### src/rtl/i2s_pkg.sv
// Shared constants and FSM encoding for the I2S frame scheduler.
// Sample width, slot count and the scheduler state type live here.
package i2s_pkg;

  localparam int SAMPLE_BITS         = 16;
  localparam int SLOTS_PER_CH        = 16;
  localparam int SCLK_PER_LR         = 2 * SLOTS_PER_CH;
  localparam int MCLK_TO_LRCLK_RATIO = 512;
  localparam int FRAME_BITS          = 2 * SAMPLE_BITS;
  localparam int CNT_W               = $clog2(SAMPLE_BITS + 1);

  typedef enum logic [1:0] {
    IDLE  = 2'd0,
    LEFT  = 2'd1,
    RIGHT = 2'd2
  } state_e;

endpackage

### src/rtl/i2s_frame_arbiter.sv
// One-entry next-frame buffer fed by two sources.
// src0 has fixed priority over src1.
module i2s_frame_arbiter
  import i2s_pkg::*;
(
  input  logic                  clk_i,
  input  logic                  rst_i,
  input  logic [FRAME_BITS-1:0] src0_frame_i,
  input  logic                  src0_valid_i,
  output logic                  src0_ready_o,
  input  logic [FRAME_BITS-1:0] src1_frame_i,
  input  logic                  src1_valid_i,
  output logic                  src1_ready_o,
  input  logic                  drain_i,
  output logic                  buf_full_o,
  output logic                  buf_src_o,
  output logic [FRAME_BITS-1:0] buf_frame_o
);

  logic                  full_q, full_d;
  logic                  src_q, src_d;
  logic [FRAME_BITS-1:0] frame_q, frame_d;
  logic                  xfer0, xfer1;

  assign src0_ready_o = ~full_q & ~rst_i;
  assign src1_ready_o = ~full_q & ~rst_i & ~src0_valid_i;

  assign xfer0 = src0_valid_i & src0_ready_o;
  assign xfer1 = src1_valid_i & src1_ready_o;

  always_comb begin
    full_d  = full_q;
    src_d   = src_q;
    frame_d = frame_q;
    if (drain_i) full_d = 1'b0;
    // a refill in the drain cycle leaves the new frame buffered
    if (xfer0) begin
      full_d  = 1'b1;
      src_d   = 1'b0;
      frame_d = src0_frame_i;
    end else if (xfer1) begin
      full_d  = 1'b1;
      src_d   = 1'b1;
      frame_d = src1_frame_i;
    end
  end

  always_ff @(posedge clk_i or posedge rst_i) begin
    if (rst_i) begin
      full_q  <= 1'b0;
      src_q   <= 1'b0;
      frame_q <= '0;
    end else begin
      full_q  <= full_d;
      src_q   <= src_d;
      frame_q <= frame_d;
    end
  end

  assign buf_full_o  = full_q;
  assign buf_src_o   = src_q;
  assign buf_frame_o = frame_q;

endmodule

### src/rtl/i2s_frame_scheduler.sv
// Arbitrates stereo frames and serialises them MSB-first in I2S format,
// aligned to the sclk/lrclk levels produced by i2s_controller.
module i2s_frame_scheduler
  import i2s_pkg::*;
(
  input  logic                  clk,
  input  logic                  rst,
  input  logic                  sclk,
  input  logic                  lrclk,
  input  logic [FRAME_BITS-1:0] src0_frame,
  input  logic                  src0_valid,
  output logic                  src0_ready,
  input  logic [FRAME_BITS-1:0] src1_frame,
  input  logic                  src1_valid,
  output logic                  src1_ready,
  output logic                  sdata,
  output logic                  frame_start,
  output logic                  underrun,
  output logic                  active_src
);

  state_e                 state_q, state_d;
  logic                   sclk_q, lrclk_q, fall_q, lr_last_q;
  logic [SAMPLE_BITS-1:0] shreg_q, shreg_d;
  logic [CNT_W-1:0]       cnt_q, cnt_d;
  logic [FRAME_BITS-1:0]  cur_q, cur_d;
  logic                   sdata_q, sdata_d;
  logic                   fs_q, fs_d;
  logic                   ur_q, ur_d;
  logic                   act_q, act_d;
  logic                   drain;
  logic                   buf_full, buf_src;
  logic [FRAME_BITS-1:0]  buf_frame;
  logic                   lr_edge;

  i2s_frame_arbiter u_arb (
    .clk_i        (clk),
    .rst_i        (rst),
    .src0_frame_i (src0_frame),
    .src0_valid_i (src0_valid),
    .src0_ready_o (src0_ready),
    .src1_frame_i (src1_frame),
    .src1_valid_i (src1_valid),
    .src1_ready_o (src1_ready),
    .drain_i      (drain),
    .buf_full_o   (buf_full),
    .buf_src_o    (buf_src),
    .buf_frame_o  (buf_frame)
  );

  assign lr_edge = lrclk_q ^ lr_last_q;

  always_comb begin
    state_d = state_q;
    shreg_d = shreg_q;
    cnt_d   = cnt_q;
    cur_d   = cur_q;
    sdata_d = sdata_q;
    act_d   = act_q;
    fs_d    = 1'b0;
    ur_d    = 1'b0;
    drain   = 1'b0;
    if (fall_q) begin
      sdata_d = 1'b0;
      if (state_q != IDLE && cnt_q < CNT_W'(SAMPLE_BITS)) begin
        sdata_d = shreg_q[SAMPLE_BITS-1];
        shreg_d = shreg_q << 1;
        cnt_d   = cnt_q + CNT_W'(1);
      end
      if (lr_edge && !lrclk_q) begin
        state_d = LEFT;
        fs_d    = 1'b1;
        cnt_d   = '0;
        if (buf_full) begin
          cur_d   = buf_frame;
          act_d   = buf_src;
          drain   = 1'b1;
          shreg_d = buf_frame[FRAME_BITS-1:SAMPLE_BITS];
        end else begin
          cur_d   = '0;
          ur_d    = 1'b1;
          shreg_d = '0;
        end
      end else if (lr_edge && state_q != IDLE) begin
        state_d = RIGHT;
        cnt_d   = '0;
        shreg_d = cur_q[SAMPLE_BITS-1:0];
      end
    end
  end

  always_ff @(posedge clk or posedge rst) begin
    if (rst) begin
      state_q   <= IDLE;
      sclk_q    <= 1'b0;
      lrclk_q   <= 1'b0;
      fall_q    <= 1'b0;
      lr_last_q <= 1'b0;
      shreg_q   <= '0;
      cnt_q     <= '0;
      cur_q     <= '0;
      sdata_q   <= 1'b0;
      fs_q      <= 1'b0;
      ur_q      <= 1'b0;
      act_q     <= 1'b0;
    end else begin
      sclk_q  <= sclk;
      lrclk_q <= lrclk;
      fall_q  <= sclk_q & ~sclk;
      if (fall_q) lr_last_q <= lrclk_q;
      state_q <= state_d;
      shreg_q <= shreg_d;
      cnt_q   <= cnt_d;
      cur_q   <= cur_d;
      sdata_q <= sdata_d;
      fs_q    <= fs_d;
      ur_q    <= ur_d;
      act_q   <= act_d;
    end
  end

  assign sdata       = sdata_q;
  assign frame_start = fs_q;
  assign underrun    = ur_q;
  assign active_src  = act_q;

endmodule

### config.mk
export PLATFORM = sky130hd
export DESIGN_NAME = i2s_frame_scheduler
export DESIGN_NICKNAME = d
export VERILOG_FILES = /design/src/rtl/i2s_pkg.sv /design/src/rtl/i2s_frame_arbiter.sv /design/src/rtl/i2s_frame_scheduler.sv
export SDC_FILE = /design/constraint.sdc
export NUM_CORES = 1
export LEC_CHECK = 0
export ABC_CLOCK_PERIOD_IN_PS = 4000
export BUFFER_PORTS_ARGS = -buffer_cell sky130_fd_sc_hd__buf_2
export CAP_MARGIN = 20
export CORE_ASPECT_RATIO = 0.5
export CORE_MARGIN = 2
export CORE_UTILIZATION = 60
export CTS_BUF_LIST = sky130_fd_sc_hd__clkbuf_16
export CTS_CLUSTER_SIZE = 30
export DETAILED_ROUTE_END_ITERATION = 12
export PLACE_DENSITY = 0.85
export SETUP_SLACK_MARGIN = 0.05
export SLEW_MARGIN = 30
export SYNTH_ARGS = -nofsm -noshare
export SYNTH_HDL_FRONTEND = slang
export SYNTH_HIERARCHICAL = 1
export SYNTH_SLANG_ARGS = --single-unit
### constraint.sdc
create_clock -name clk -period 4 [get_ports clk]
set_clock_uncertainty 0.1 [all_clocks]
set_input_delay 0.2 -clock clk [delete_from_list [all_inputs] [get_ports clk]]
set_output_delay 0.2 -clock clk [all_outputs]
set_load 0.01 [all_outputs]
==> out/qor.yml <==
status:
  status: "finished clean"
worst_setup_path:
  path_buf_inv: 1
  critPathRequiredTime_ns: 4.13
  crit_path_start_kind: "register"
  setup.worst_path.class: "reg2reg"
  launch_instance_of_the_worst_register_to_register_path: "lrclk_q"
  critical_path.slowest_cell: "ha_1"
  timing.critical_path.depth: 5
  worstPathCellList: "inv_1 -> ha_1 -> o21a_2 -> nand2_1 -> o22a_1"
  timing.critical_path.slowest_cell_delay_ns: 0.65
  timing.critical_path.from: "lrclk_q"
  timing.critical_path.arrival_ns: 2.38
  ff2ff_setup_slack_ns: 1.74
  cpLargestDelayFamily: "compound AO/OA/AOI/OAI gates"
  timing.critical_path.to_type: "register"
  timing.reg2reg.worst_path_depth: 5
  rr_endpoint: "shreg_q[2]"
  critical_path.endpoint: "shreg_q[2]"
  critical_path_peak_fanout: 30
timing:
  worst_pin_slew_ns: 0.769
  grt_setup_unrepaired: "no"
  tns_ns: 0
  post-route-min-period_ns: 2.26
  maximum_frequency_from_static_timing_analysis_mhz: 443
  post-route-period-util_pct: 56.5
  hold_viol_final: 0
  max-slew-margin-rel_pct: 48.8
  setup_slack_ns: 1.74
  finalSetupViolCount: 0
  slew_viol_final: 0
routing:
  detail_route.vias_per_cell: 5.43
  drt.antenna.violating_nets: 0
  wirelength_mm: 8.26
  detailedRoute.firstPassIterationCount: 4
  routedWlPerCell_um: 15.7
  route.vias.total: 2857
  number_of_design_rule_violations_left_after_detail_routing: 0
  detail_route.iter0.violations: 215
floorplan:
  floorplan.rows: 21
  chipWidth_um: 120
  coreArea_um2: 6600
  fp.dieArea_um2: 7420
  initial_utilization_pct: 61.1
  io_pins: 76
  chipHeight_um: 61.9
grt:
  wire_length_of_the_first_global_routing_pass_mm: 13.0
  grt_overflow: 0
  gr-usage-all-layers_pct: 23.2
  grt_antenna_before_repair: 0
  first_global_vias: 2578
  grt_max_degree: 48
clocking:
  cts_htree_levels: 3
  number_of_buffers_created_by_cts: 9
  cts_root_buffer: "clkbuf_16"
  tritoncts: "done"
  clk_path_buf_depth: 2
  cts.sink_count: 81
  clk_pin_slew_ns: 0.06
  gates_resized_cts_repair: 0
  clock_latency_ns: 0.34
final_layout:
  antennaDiodeCount: 0
  stdcell_area_um2: 4720
  final_nets: 501
  layout.cells.most_common: "nand2_1"
  final_cell_mix: "nand2_1 (97), dfrtp_1 (81), buf_2 (75), mux2_2 (37), mux2_4 (29)"
  non_filler_instance_count_after_layout: 526
  post_route_cells_drive_above_1_share_pct: 38.7
  area_growth_syn_to_layout_pct: 17.1
placement:
  globalplace.congestion: 0.844
  placement.setup.worst_slack_ns: 1.53
  portBuffers: 75
  placed_cell_area_um2: 4360
  place.detailed.instances: 507
  place_hpwl_mm: 5.35
logic_synthesis:
  sequential_fraction_of_the_synthesis_area_pct: 50.3
  syn_avg_cell_area_um2: 11.2
  synth.net_count: 433
  synth_cell_type_count: 37
  synth-seq-cells: 81
  synthesis.area_um2: 4030
  yosys_warnings: 6
  cell_count_after_synthesis: 361
hold_path:
  worstHoldPathType: "in2reg"
power:
  cellLeakagePower_nw: 2.22
  power_density_nw_per_um2: 701
  worst_ir_drop_vdd_v: 0.000341
run:
  cap_viol_max_count: 0
sequential cells by signal (all words and copies together) (netlist names):
register,cells
u_arb/buf_frame_o,32
cur_q,16
shreg_q,16
cnt_q,5
state_q,2
active_src,1
fall_q,1
frame_start,1
lr_last_q,1
lrclk_q,1
sclk_q,1
sdata,1
u_arb/buf_full_o,1
u_arb/buf_src_o,1
underrun,1
per-layer routing:
layer  global-route usage (%)  wire length (µm)  up-vias
met5                        0                 0        -
met4                     6.05                88        0
met3                     5.38               404       10
met2                     36.3              3690       80
met1                     33.7              4080     1389
li1                         -                 -     1378
tightest hold or removal path, stage by stage:
cell,delay [ns]
buf_2,0.09
a21oi_1,0.06
a21oi_1,0.11
power by group:
| part | internal, W | leakage [nW] | total, W | switching (W) |
|---|---|---|---|---|
| Sequential | 0.00119 | 0.984 | 0.00146 | 0.000272 |
| Clock | 0.000554 | 0.158 | 0.000898 | 0.000344 |
| Combinational | 0.000530 | 1.08 | 0.000947 | 0.000417 |
area by class of cell:
type,count,area [µm²]
Multi-Input combinational cell,248,1780
Tap cell,92,115
Timing Repair Buffer,81,440
Inverter,8,30.0
Fill cell,470,1880
Sequential cell,81,2030
Clock inverter,7,101
Clock buffer,9,225
cells by family after synthesis:
kind of cell / after synthesis / share of synthesized area, %
fa+ha+maj: 2 / 0.621
compound gates: 69 / 11.1
buf+inv: 32 / 5.65
mux: 66 / 21.2
xor+xnor: 1 / 0.217
simple gates: 110 / 10.9
flops: 81 / 50.3
cell usage after synthesis (all sizes together):
master	number	area [µm²]
a21o	1	7.51
and2	1	6.26
nor2	3	13.8
o21ba	2	20.0
ha	2	25.0
a2bb2oi	1	8.76
dfrtp	81	2030
nand4b	1	8.76
nand4	1	6.26
a22o	1	8.76
nand2	98	368
xor2	1	8.76
mux2	66	852
nand3	2	10.0
o21a	2	15.0
clkbuf	5	20.0
a21oi	19	95.1
nor3	1	5.00
a211oi	1	12.5
buf	19	178
nor2b	1	6.26
o21ai	24	120
o21bai	1	11.3
a41oi	1	8.76
o22a	15	131
and4	1	8.76
and3	1	6.26
a32oi	1	8.76
inv	8	30.0
what timing repair did:
| item | CTS | global route |
|---|---|---|
| hold endpoints to repair | 84 | 0 |
| setup endpoints to repair | 0 | 0 |
| setup buffers | 0 | 0 |
| hold buffers | 3 | 0 |
worst min path at each step:
stage | startpoint | slack [ns] | cells past startpoint | end
after floorplan | lrclk | 0.13 | 0 | lrclk_q
after global placement | lrclk | 0.21 | 1 | lrclk_q
after detailed placement | lrclk | 0.22 | 1 | lrclk_q
after CTS | src1_valid | 0.05 | 3 | u_arb/buf_src_o
after global routing | src1_valid | 0.07 | 3 | u_arb/buf_src_o
final | src1_valid | 0.06 | 3 | u_arb/buf_src_o
through the flow:
| stage | hold slack (ns) | total power, W | utilization [%] |
|---|---|---|---|
| after CTS | 0.0522 | 0.00331 | 71.5 |
| final | 0.0582 | 0.00331 | 71.5 |
| after global routing | 0.0665 | 0.00349 | 71.5 |
| after global placement | 0.214 | 0.00231 | 65.8 |
| after detailed placement | 0.222 | 0.00238 | 66.1 |
| after floorplan | 0.131 | 0.00218 | - |
(Power assumes the default switching activity.)
